File: src/rtl/blit_pkg.sv
// Shared types for the blitter memory arbiter.
//   arb_state_t : arbiter sequencer states
//   wr_entry_t  : one merged word write held in the write FIFO
package blit_pkg;

    localparam int unsigned ADDR_W = 26;
    localparam int unsigned DATA_W = 32;
    localparam int unsigned BE_W   = 4;
    localparam int unsigned WORD_W = ADDR_W - 2;

    typedef enum logic [1:0] {
        IDLE,
        WR_ISSUE,
        RD_ISSUE,
        RD_WAIT
    } arb_state_t;

    typedef struct packed {
        logic [ADDR_W-1:2] addr;
        logic [DATA_W-1:0] data;
        logic [BE_W-1:0]   be;
    } wr_entry_t;

    // Word index back to a word-aligned byte address.
    function automatic logic [ADDR_W-1:0] word_to_byte(input logic [WORD_W-1:0] word);
        return {word, 2'b00};
    endfunction

endpackage

File: src/rtl/blit_wr_fifo.sv
// Write FIFO for merged blitter words.
//   clock, reset_n : clock, asynchronous active-low reset (flushes the FIFO)
//   push, push_entry : enqueue request and payload
//   pop            : dequeue the head entry
//   match_addr     : word address compared against every valid entry
//   count, head    : occupancy and oldest entry
//   match          : per-slot hit of a valid entry against match_addr
//   empty          : no entries held
//   drop_c         : a push was refused because the FIFO was full
module blit_wr_fifo
    import blit_pkg::*;
#(
    parameter int unsigned DEPTH = 4
) (
    input  logic                     clock,
    input  logic                     reset_n,
    input  logic                     push,
    input  wr_entry_t                push_entry,
    input  logic                     pop,
    input  logic [WORD_W-1:0]        match_addr,
    output logic [$clog2(DEPTH):0]   count,
    output wr_entry_t                head,
    output logic [DEPTH-1:0]         match,
    output logic                     empty,
    output logic                     drop_c
);

    localparam int unsigned AW = $clog2(DEPTH);
    localparam int unsigned CW = AW + 1;

    logic [AW:0]      wr_ptr;
    logic [AW:0]      rd_ptr;
    logic [DEPTH-1:0] valid_q;
    wr_entry_t        mem_q [DEPTH];

    logic          full;
    logic          pop_ok;
    logic          push_ok;
    logic [AW-1:0] wr_idx;
    logic [AW-1:0] rd_idx;

    assign wr_idx = wr_ptr[AW-1:0];
    assign rd_idx = rd_ptr[AW-1:0];
    assign count  = wr_ptr - rd_ptr;
    assign full   = (count == CW'(DEPTH));
    assign empty  = (count == '0);
    assign head   = mem_q[rd_idx];

    // A pop in the same cycle frees the slot, so a push at full is still taken.
    assign pop_ok  = pop && !empty;
    assign push_ok = push && (!full || pop_ok);
    assign drop_c  = push && full && !pop_ok;

    // Pointer and slot-valid bookkeeping; push/pop at full share a slot, push wins.
    always_ff @(posedge clock or negedge reset_n) begin
        if (!reset_n) begin
            wr_ptr  <= '0;
            rd_ptr  <= '0;
            valid_q <= '0;
        end else begin
            if (pop_ok) begin
                rd_ptr          <= rd_ptr + CW'(1);
                valid_q[rd_idx] <= 1'b0;
            end
            if (push_ok) begin
                wr_ptr          <= wr_ptr + CW'(1);
                valid_q[wr_idx] <= 1'b1;
            end
        end
    end

    // Payload storage; contents are don't-care until their slot is valid.
    always_ff @(posedge clock) begin
        if (push_ok) begin
            mem_q[wr_idx] <= push_entry;
        end
    end

    // Read-after-write hazard detection against every queued write.
    always_comb begin
        match = '0;
        for (int i = 0; i < int'(DEPTH); i++) begin
            match[i] = valid_q[i] && (mem_q[i].addr == match_addr);
        end
    end

endmodule

File: src/rtl/blit_mem_arb.sv
// Arbiter/sequencer for the blitter's single memory port.
//   clock, reset_n            : clock, asynchronous active-low reset
//   p5_*                      : merged word writes from the byte-merge stage
//   rd_req/rd_addr/rd_ack     : single-word source read request handshake
//   rd_data/rd_valid          : read return to the fetch stage
//   blit_stall, idle          : pipeline back-pressure and quiescence status
//   err_overflow              : sticky flag for a write dropped at full FIFO
//   mem_*                     : valid/ready memory request port and read return
module blit_mem_arb
    import blit_pkg::*;
#(
    parameter int unsigned FIFO_DEPTH  = 4,
    parameter int unsigned STALL_LEVEL = 2,
    parameter int unsigned HIGH_WATER  = 3
) (
    input  logic              clock,
    input  logic              reset_n,
    input  logic [ADDR_W-1:0] p5_addr,
    input  logic [DATA_W-1:0] p5_data,
    input  logic [BE_W-1:0]   p5_byte_enable,
    input  logic              p5_write,
    input  logic              rd_req,
    input  logic [ADDR_W-1:0] rd_addr,
    output logic              rd_ack,
    output logic [DATA_W-1:0] rd_data,
    output logic              rd_valid,
    output logic              blit_stall,
    output logic              idle,
    output logic              err_overflow,
    output logic              mem_valid,
    input  logic              mem_ready,
    output logic              mem_write,
    output logic [ADDR_W-1:0] mem_addr,
    output logic [DATA_W-1:0] mem_wdata,
    output logic [BE_W-1:0]   mem_byte_enable,
    input  logic [DATA_W-1:0] mem_rdata,
    input  logic              mem_rvalid
);

    localparam int unsigned    CW        = $clog2(FIFO_DEPTH) + 1;
    localparam logic [CW-1:0]  STALL_CNT = CW'(STALL_LEVEL);
    localparam logic [CW-1:0]  HIGH_CNT  = CW'(HIGH_WATER);

    arb_state_t            state;
    logic                  run_q;
    logic [CW-1:0]         fifo_count;
    wr_entry_t             fifo_head;
    wr_entry_t             push_entry;
    logic [FIFO_DEPTH-1:0] addr_match;
    logic                  fifo_empty;
    logic                  fifo_pop;
    logic                  fifo_drop;
    logic                  hazard;
    logic                  read_ok;
    logic                  high_water;
    logic                  pick_wr;
    logic                  pick_rd;
    logic                  unused_lsbs;

    // Byte offsets are meaningless on a word port.
    assign unused_lsbs = ^{p5_addr[1:0], rd_addr[1:0]};

    assign push_entry = '{addr: p5_addr[ADDR_W-1:2], data: p5_data, be: p5_byte_enable};
    assign fifo_pop   = (state == WR_ISSUE) && mem_ready;

    blit_wr_fifo #(
        .DEPTH (FIFO_DEPTH)
    ) u_wr_fifo (
        .clock      (clock),
        .reset_n    (reset_n),
        .push       (p5_write),
        .push_entry (push_entry),
        .pop        (fifo_pop),
        .match_addr (rd_addr[ADDR_W-1:2]),
        .count      (fifo_count),
        .head       (fifo_head),
        .match      (addr_match),
        .empty      (fifo_empty),
        .drop_c     (fifo_drop)
    );

    // Arbitration: high water forces writes, else a hazard-free read, else drain.
    assign hazard     = |addr_match;
    assign read_ok    = rd_req && !hazard;
    assign high_water = (fifo_count >= HIGH_CNT);
    assign pick_wr    = high_water || (!read_ok && !fifo_empty);
    assign pick_rd    = !high_water && read_ok;

    // Sequencer; memory request fields are latched at the IDLE decision and held.
    always_ff @(posedge clock or negedge reset_n) begin
        if (!reset_n) begin
            state           <= IDLE;
            run_q           <= 1'b0;
            err_overflow    <= 1'b0;
            mem_valid       <= 1'b0;
            mem_write       <= 1'b0;
            mem_addr        <= '0;
            mem_wdata       <= '0;
            mem_byte_enable <= '0;
        end else begin
            run_q <= 1'b1;
            if (fifo_drop) begin
                err_overflow <= 1'b1;
            end
            case (state)
                IDLE: begin
                    if (pick_wr) begin
                        state           <= WR_ISSUE;
                        mem_valid       <= 1'b1;
                        mem_write       <= 1'b1;
                        mem_addr        <= word_to_byte(fifo_head.addr);
                        mem_wdata       <= fifo_head.data;
                        mem_byte_enable <= fifo_head.be;
                    end else if (pick_rd) begin
                        state           <= RD_ISSUE;
                        mem_valid       <= 1'b1;
                        mem_write       <= 1'b0;
                        mem_addr        <= word_to_byte(rd_addr[ADDR_W-1:2]);
                        mem_wdata       <= '0;
                        mem_byte_enable <= '1;
                    end
                end
                WR_ISSUE: begin
                    if (mem_ready) begin
                        mem_valid <= 1'b0;
                        state     <= IDLE;
                    end
                end
                RD_ISSUE: begin
                    if (mem_ready) begin
                        mem_valid <= 1'b0;
                        state     <= RD_WAIT;
                    end
                end
                RD_WAIT: begin
                    if (mem_rvalid) begin
                        state <= IDLE;
                    end
                end
                default: state <= IDLE;
            endcase
        end
    end

    // Handshake pulses follow the memory port in the same cycle.
    assign rd_ack     = (state == RD_ISSUE) && mem_ready;
    assign rd_valid   = (state == RD_WAIT) && mem_rvalid;
    assign rd_data    = rd_valid ? mem_rdata : '0;
    assign blit_stall = (fifo_count >= STALL_CNT);
    // run_q keeps idle low while held in reset.
    assign idle       = run_q && (state == IDLE) && fifo_empty && !rd_req;

endmodule
File: config.mk
export PLATFORM = sky130hd
export DESIGN_NAME = blit_mem_arb
export DESIGN_NICKNAME = d
export VERILOG_FILES = /design/src/rtl/blit_pkg.sv /design/src/rtl/blit_wr_fifo.sv /design/src/rtl/blit_mem_arb.sv
export SDC_FILE = /design/constraint.sdc
export NUM_CORES = 1
export LEC_CHECK = 0
export ABC_AREA = 1
export BUFFER_PORTS_ARGS = -buffer_cell sky130_fd_sc_hd__buf_2
export CORE_ASPECT_RATIO = 1.5
export CORE_MARGIN = 2
export CORE_UTILIZATION = 57
export DETAILED_ROUTE_END_ITERATION = 6
export PLACE_DENSITY = 0.8
export SYNTH_ARGS = -nofsm -noshare
export SYNTH_HDL_FRONTEND = slang
export SYNTH_HIERARCHICAL = 1
export SYNTH_SLANG_ARGS = --single-unit
File: constraint.sdc
create_clock -name clock -period 4.3 [get_ports clock]
set_clock_uncertainty 0.2 [all_clocks]
set_input_delay 0.215 -clock clock [delete_from_list [all_inputs] [get_ports clock]]
set_output_delay 0.215 -clock clock [all_outputs]
set_load 0.01 [all_outputs]
==> results of run 1 <==
-- power breakdown --
group,internal [W],switching [W]
clock,0.00157,0.00108
combinational,0.00158,0.00347
sequential,0.00424,0.000382
-- synthesized netlist by cell type (all sizes together) --
cell type	instances	area [sq um]
dfrtp	76	1900
o22ai	40	250
nand3b	24	180
conb	2	7.51
or2	4	25.0
inv	195	732
nand4	1	6.26
a21oi	53	277
ha	14	175
o21ai	115	576
nand3	78	395
fa	1	20.0
clkbuf	23	88.8
nand2	454	1740
edfxtp	240	7210
xnor2	13	114
a21boi	1	7.51
buf	43	238
xor2	5	43.8
nor2	188	706
o211ai	4	30.0
-- metal layers --
| metal | routed length, um | share of wire [%] | vias to the layer above |
|---|---|---|---|
| met5 | 0 | 0 | - |
| met4 | 1550 | 4.0 | 0 |
| met3 | 2480 | 6.4 | 106 |
| met2 | 20300 | 52 | 558 |
| met1 | 14400 | 37 | 5544 |
| li1 | - | - | 5686 |
-- kinds of logic (layout without fill, tap and decap cells) --
logic type,after synthesis,count (layout),share of synthesized area (%)
adders and majority gates,15,15,1.33
buffers and inverters,261,572,7.19
other,2,4,0.0510
DFF,316,316,61.9
xor gates and xnor gates,18,18,1.07
and+or+nand+nor,749,749,20.7
AOI/OAI and AO/OA,213,213,7.75
-- sequential cells by signal, summed over array words and instances, names as in the netlist --
register / count
err_overflow: 1
mem_addr: 24
mem_byte_enable: 4
mem_valid: 1
mem_wdata: 32
mem_write: 1
run_q: 1
state: 2
u_wr_fifo/mem_q: 240
u_wr_fifo/rd_ptr: 3
u_wr_fifo/valid_q: 4
u_wr_fifo/wr_ptr: 3
-- per-stage QoR --
| stage | area (sq um) | total power (W) | instances | hold WS [ps] |
|---|---|---|---|---|
| floorplan | 14700 | 0.00796 | 1575 | -281 |
| CTS | 18000 | 0.0123 | 2219 | 55.6 |
| finish | 18000 | 0.0123 | 2220 | 48.1 |
| detailed placement | 16100 | 0.00956 | 2079 | 79.5 |
| global route | 18000 | 0.0131 | 2220 | 99.0 |
| global placement | 16100 | 0.00940 | 2079 | 74.8 |
-- cells in the final DEF, fill, tap and decap left out, types with 2 or more instances in the layout --
cell and instances:
a21oi_1 52, buf_12 5, buf_2 219, buf_4 13
bufinv_16 5, clkbuf_1 6, clkbuf_16 29, clkbuf_8 2
clkinv_1 2, clkinv_2 8, conb_1 3, dfrtp_1 75
dlygate4sd3_1 88, edfxtp_1 240, ha_1 14, inv_1 187
inv_2 7, nand2_1 445, nand2_2 6, nand2_4 3
nand3_1 77, nand3b_1 24, nor2_1 188, o211ai_1 4
o21ai_0 112, o21ai_1 3, o22ai_1 40, or2_2 4
xnor2_1 13, xor2_1 5
-- worst reg2reg max path, stage by stage (launching register included) --
cell and delay, ps:
dfrtp_1 400, inv_1 120, ha_1 240, fa_1 540, nand2_1 80, inv_1 70, nand3_2 190, inv_1 170
nand3_1 110, nand2_2 400, buf_4 510, nand2_1 120, nand2_1 130
-- area by class of cell --
| cell class | instances | area share, % |
|---|---|---|
| Antenna cell | 1 | 0.0139 |
| Clock buffer | 37 | 4.32 |
| Clock inverter | 15 | 1.12 |
| Inverter | 195 | 4.08 |
| Multi-Input combinational cell | 998 | 25.4 |
| Sequential cell | 316 | 50.7 |
| Tap cell | 333 | 2.32 |
| Timing Repair Buffer | 325 | 12.1 |
-- final timing paths --
check	from	endpoint	slack [ps]	depth (start not counted)
max	u_wr_fifo/wr_ptr[0]	mem_wdata[16]	960	12
min	reset_n	mem_addr[23]	50	2
max reg2reg	u_wr_fifo/wr_ptr[0]	mem_wdata[16]	960	12
min reg2reg	mem_wdata[24]	mem_wdata[24]	270	2
max in group asynchronous	reset_n	u_wr_fifo/rd_ptr[0]	2900	3
min in group clock	rd_req	mem_valid	120	5
==> results.md, run 1 <==
* Area occupied by multi-input gates at 0.00456 sq mm
* TNS Setup at 0 ps
* Max-slew violation count at 0
* # fillers at 1861
* Routed WL at 38800 um
* Largest net degree at the start of global routing at 104
* Clk_lat worst skew at 550 ps
* Site row count at 72
* VDD IR max at 0.515 mV
* Worst setup EP type: flip-flop
* Status: complete, no violations
* RSZ-0062 raised after global routing: no
* Tmin final at 3340 ps
* I/O Buffers at 220
* CTS Buf Count at 28
* Power density cells at 686 mW/mm^2
* Top Usage Layer GRT: met2
* First-pass GRT wire length at 60000 um
* Critical Path Fanout Max at 36
* Crit-path max cell delay at 540 ps
* Wirelength per Cell at 17.5 um
* Worst slack, placed at 1060 ps
* Startpoint types: flip-flop
* Gr usage total at 28.3%
* Critical Path RT at 4570 ps
* CP max stage cell: fa_1
* Actual slew at the worst max-slew pin at 1140 ps
* Fraction of the yosys area taken by sequential cells at 61.9%
* Max frequency at 299 MHz
* Crit Path Category: reg -> reg
* CP Data Arrival Time at 3610 ps
* Period utilization at 77.7%
* Buf+Inv Stages, Crit Path at 4
* Die W at 135 um
* Initial antenna violation count at 1
* Post-Synthesis Cells at 1574
* Worst hold-check path type: in -> async
* H-tree levels at 1
* Hold Fails Final Rpt at 0
* Iter 0 DRT Violations at 1018
* Area of the core at 0.0256 sq mm
* Count of cell types in the netlist at 31
* Mean post-synth cell area at 9.35 sq um
* Die Area at 0.0271 sq mm
* Setup-failing EPs final at 0
* Maxcap violations at 0
* CTS max path bufs at 3
* Worst path cell trace: inv_1 -> ha_1 -> fa_1 -> nand2_1 -> inv_1 -> nand3_2 -> inv_1 -> nand3_1 -> nand2_2 -> buf_4 -> nand2_1 -> nand2_1
* Slew headroom at 23.7%
* IO Pins at 227
* CTS tree: yes
* Register area at 0.00911 sq mm
* CTS sink count at 316
* CP delay by family, top: simple AND/OR/NAND/NOR gates
* Register clock-pin slew on the reported worst setup and hold paths at 70 ps
* Routed vias/inst at 5.36
* Leakage power total at 8.39 nW
* Met2 Use GR at 51.9%
* Warnings, synthesis at 6
* Synth-to-Final Area Change at 22.1%
* Post-route DRC at 0
* Starting Density at 57.5%
* Vias in the first global route at 11.9k
* DRT antenna net count at 0
* Layout cell share with drive strength beyond 1 at 16.2%
* Final core occ at 70.2%
* Via Count at 11.9k
* Post-synthesis register bit count at 316
* HPWL after DPL at 24400 um
* Final #Nets at 2005
* PnR worst setup slack at 960 ps
* CTS root buf: clkbuf_16
* Resize count post-CTS at 0
* # Post-CTS Setup Buffers at 0
* CTS Hold Bufs at 88
* GPL Wtd Cong at 0.970
* Vert. Die Dim at 201 um
* Drt first pass iters at 5
* Met3 Resource Use GR at 3.13%
* Grt ovf at 0
* Mapped cell area at 0.0147 sq mm
* Grt met1 use at 33.0%
Power figures use the tool's default switching activity.
==> inputs of run 2 (changes only) <==
--- a/config.mk
+++ b/config.mk
@@ -9,9 +9,9 @@
 export BUFFER_PORTS_ARGS = -buffer_cell sky130_fd_sc_hd__buf_2
 export CORE_ASPECT_RATIO = 1.5
 export CORE_MARGIN = 2
-export CORE_UTILIZATION = 57
+export CORE_UTILIZATION = 52
 export DETAILED_ROUTE_END_ITERATION = 6
-export PLACE_DENSITY = 0.8
+export PLACE_DENSITY = 0.77
 export SYNTH_ARGS = -nofsm -noshare
 export SYNTH_HDL_FRONTEND = slang
 export SYNTH_HIERARCHICAL = 1
==> constraint.sdc (replaced) <==
create_clock -name clock -period 2.9 [get_ports clock]
set_clock_uncertainty 0.2 [all_clocks]
set_input_delay 0.145 -clock clock [delete_from_list [all_inputs] [get_ports clock]]
set_output_delay 0.145 -clock clock [all_outputs]
set_load 0.01 [all_outputs]
==> run 2 against run 1 <==
Effect of this change: sequential power grew 48%; flip-flop and latch count did not move; clock power grew 48%; first-iteration DRC count is 2.8% higher; total power grew 52%; largest power group unchanged; highest routed layer unchanged.
==> results.md, run 2 (synthesis results as in run 1) <==
* Final Cell Area at 0.0183 sq mm (was 0.0180 sq mm)
* RSZ-0062 raised after global routing: no (unchanged)
* HPWL after DPL at 26500 um (was 24400 um)
* Starting Density at 52.8% (was 57.5%)
* Grt ovf at 0 (unchanged)
* Power density cells at 1030 mW/mm^2 (was 686 mW/mm^2)
* H-tree levels at 1 (unchanged)
* Max reg flops at 240 (unchanged)
* First-pass GRT wire length at 62900 um (was 60000 um)
* Routed vias/inst at 5.36 (about the same)
* Max frequency at 360 MHz
* CTS sink count at 316 (unchanged)
* Tmin final at 2770 ps
* Clk_lat worst skew at 570 ps (was 550 ps)
* Initial antenna violation count at 0 (was 1)
* Leading cell type in the layout, fill and taps excluded: nand2_1 (unchanged)
* Post-DP Area at 0.0164 sq mm (was 0.0161 sq mm)
* VDD IR max at 0.747 mV (was 0.515 mV)
* Critical Path Fanout Max at 4 (was 36)
* Maxcap violations at 0 (unchanged)
* Crit Path Category: reg -> out (was reg -> reg)
* Drt first pass iters at 5 (unchanged)
* Most frequent cells in the layout: nand2_1 (444), edfxtp_1 (240), buf_2 (219) (was nand2_1 (445), edfxtp_1 (240), buf_2 (219))
* Layout cell share with drive strength beyond 1 at 17.8% (was 16.2%)
* Crit-path max cell delay at 540 ps (about the same)
* GPL Wtd Cong at 0.933 (was 0.970)
* Worst setup EP type: primary output (was flip-flop)
* Leakage power total at 8.47 nW (was 8.39 nW)
* Register clock-pin slew on the reported worst setup and hold paths at 60 ps (was 70 ps)
* Startpoint types: flip-flop (unchanged)
* Synth-to-Final Area Change at 24.2% (was 22.1%)
* Critical Path RT at 2560 ps (was 4570 ps)
* Iter 0 DRT Violations at 1047 (was 1018)
* Cell repeated most along the worst path: nand3_2
* CTS root buf: clkbuf_16 (unchanged)
* CP Data Arrival Time at 2430 ps (was 3610 ps)
* Largest net degree at the start of global routing at 104 (unchanged)
* Area of the core at 0.0279 sq mm (was 0.0256 sq mm)
* I/O Buffers at 220 (unchanged)
* CTS max path bufs at 3 (unchanged)
* Site row count at 75 (was 72)
* Post-route DRC at 0 (unchanged)
* Routed WL at 40500 um (was 38800 um)
* CTS tree: yes (unchanged)
* Vias in the first global route at 12.3k (was 11.9k)
* Final #Nets at 2026 (was 2005)
* CP max stage cell: fa_2 (was fa_1)
* Hold Fails Final Rpt at 0 (unchanged)
* Area occupied by multi-input gates at 0.00465 sq mm (was 0.00456 sq mm)
* CTS Buf Count at 30 (was 28)
* Worst path cell trace: ha_4 -> fa_2 -> nand2_2 -> inv_1 -> nand3_2 -> inv_2 -> nand3_2 -> nor2_4 -> buf_2 (was inv_1 -> ha_1 -> fa_1 -> nand2_1 -> inv_1 -> nand3_2 -> inv_1 -> nand3_1 -> nand2_2 -> buf_4 -> nand2_1 -> nand2_1)
* Via Count at 12.1k (was 11.9k)
* # fillers at 2173 (was 1861)
* Wirelength per Cell at 18.0 um (was 17.5 um)
* Setup-failing EPs final at 0 (unchanged)
* IO Pins at 227 (unchanged)
* Register area at 0.00911 sq mm (unchanged)
* Max-slew violation count at 0 (unchanged)
* Flop2flop setup slack at 230 ps (was 960 ps)
* Ant diodes at 0 (was 1)
* Status: complete, no violations (unchanged)
* Period utilization at 95.7%
* Gr usage total at 27.2% (was 28.3%)
* Non-filler cells, final at 2253 (was 2220)
* DRT antenna net count at 0 (unchanged)
* Die Area at 0.0297 sq mm (was 0.0271 sq mm)
* Die W at 141 um (was 135 um)
* Worst hold-check path type: in -> async (unchanged)
* Cells after DPL at 2110 (was 2079)
* Register with the most flip-flops: u_wr_fifo/mem_q (unchanged)
* Vert. Die Dim at 210 um (was 201 um)
* Actual slew at the worst max-slew pin at 1210 ps (was 1140 ps)
* Largest registers: u_wr_fifo/mem_q x240, mem_wdata x32, mem_addr x24 (unchanged)
* Slew headroom at 19.6% (was 23.7%)
## run 2: changes by cell type in the layout (fill, tap and decap cells not counted), moves of 3 or more
cell,change
buf_4,+17
clkinvlp_4,+5
nand3_1,-5
nand3_4,+4
bufinv_16,-3
clkinv_4,+3
## run 2: critical path, delay by kind of cell (launching register included)
family,cells,cell delay [ps]
flops,1,430
fa+ha+maj,2,710
buf+inv,3,330
simple gates,4,400
## run 2: timing repair
item | CTS | global route
hold buffers | 88 | 0
resized for setup | 2 | 2
pin swaps | 1 | 1
setup endpoints to repair | 1 | 1
endpoints found under the hold margin | 330 | 0
buffers inserted | 1 | 0
## run 2: routing by layer
metal  wire length (um)  up-vias  global-route usage, %  share of wire (%)
met5                  0        -                      0                  0
met4               2160        0                   15.3                5.3
met3               2500      124                   3.45                6.2
met2              21100      528                   49.6                 52
met1              14700     5687                   30.5                 36
li1                   -     5729                      -                  -
## run 2: through the flow
step           hold slack, ps  worst slack, ps  util [%]  total power, W  setup TNS [ps]
3_3_place_gp             61.2              258      58.8          0.0144               0
5_1_grt                  96.2             12.5      65.6          0.0200               0
6_report                 1.38              126      65.6          0.0188               0
2_1_floorplan            -351            -81.8         -          0.0119          -19590
3_5_place_dp             73.9              211      58.8          0.0147               0
4_1_cts                  9.67             18.3      65.5          0.0187               0
## run 2: path summary, 6_finish.rpt
path                                     start                     end  cells after the start
min                                    reset_n            mem_addr[13]                      2
min in group clock                 p5_data[29]  u_wr_fifo/mem_q[2][33]                      2
max reg2reg                u_wr_fifo/rd_ptr[0]           mem_wdata[29]                     12
max                        u_wr_fifo/rd_ptr[0]                    idle                      9
max in group asynchronous              reset_n            mem_addr[23]                      3
min reg2reg                      mem_wdata[19]           mem_wdata[19]                      2
## run 2: area by class of cell
class | instances | share of cell area (%)
tap | 346 | 2.37
clock buffer | 41 | 4.67
clock inverter | 13 | 0.760
inverter | 195 | 4.10
multi-input combinational | 998 | 25.4
sequential | 316 | 49.9
timing repair buffer | 344 | 12.8
## run 2: power by group
| part | internal [W] | switching (W) |
|---|---|---|
| combinational | 0.00264 | 0.00533 |
| sequential | 0.00630 | 0.000579 |
| clock | 0.00224 | 0.00168 |
| total | 0.0112 | 0.00759 |
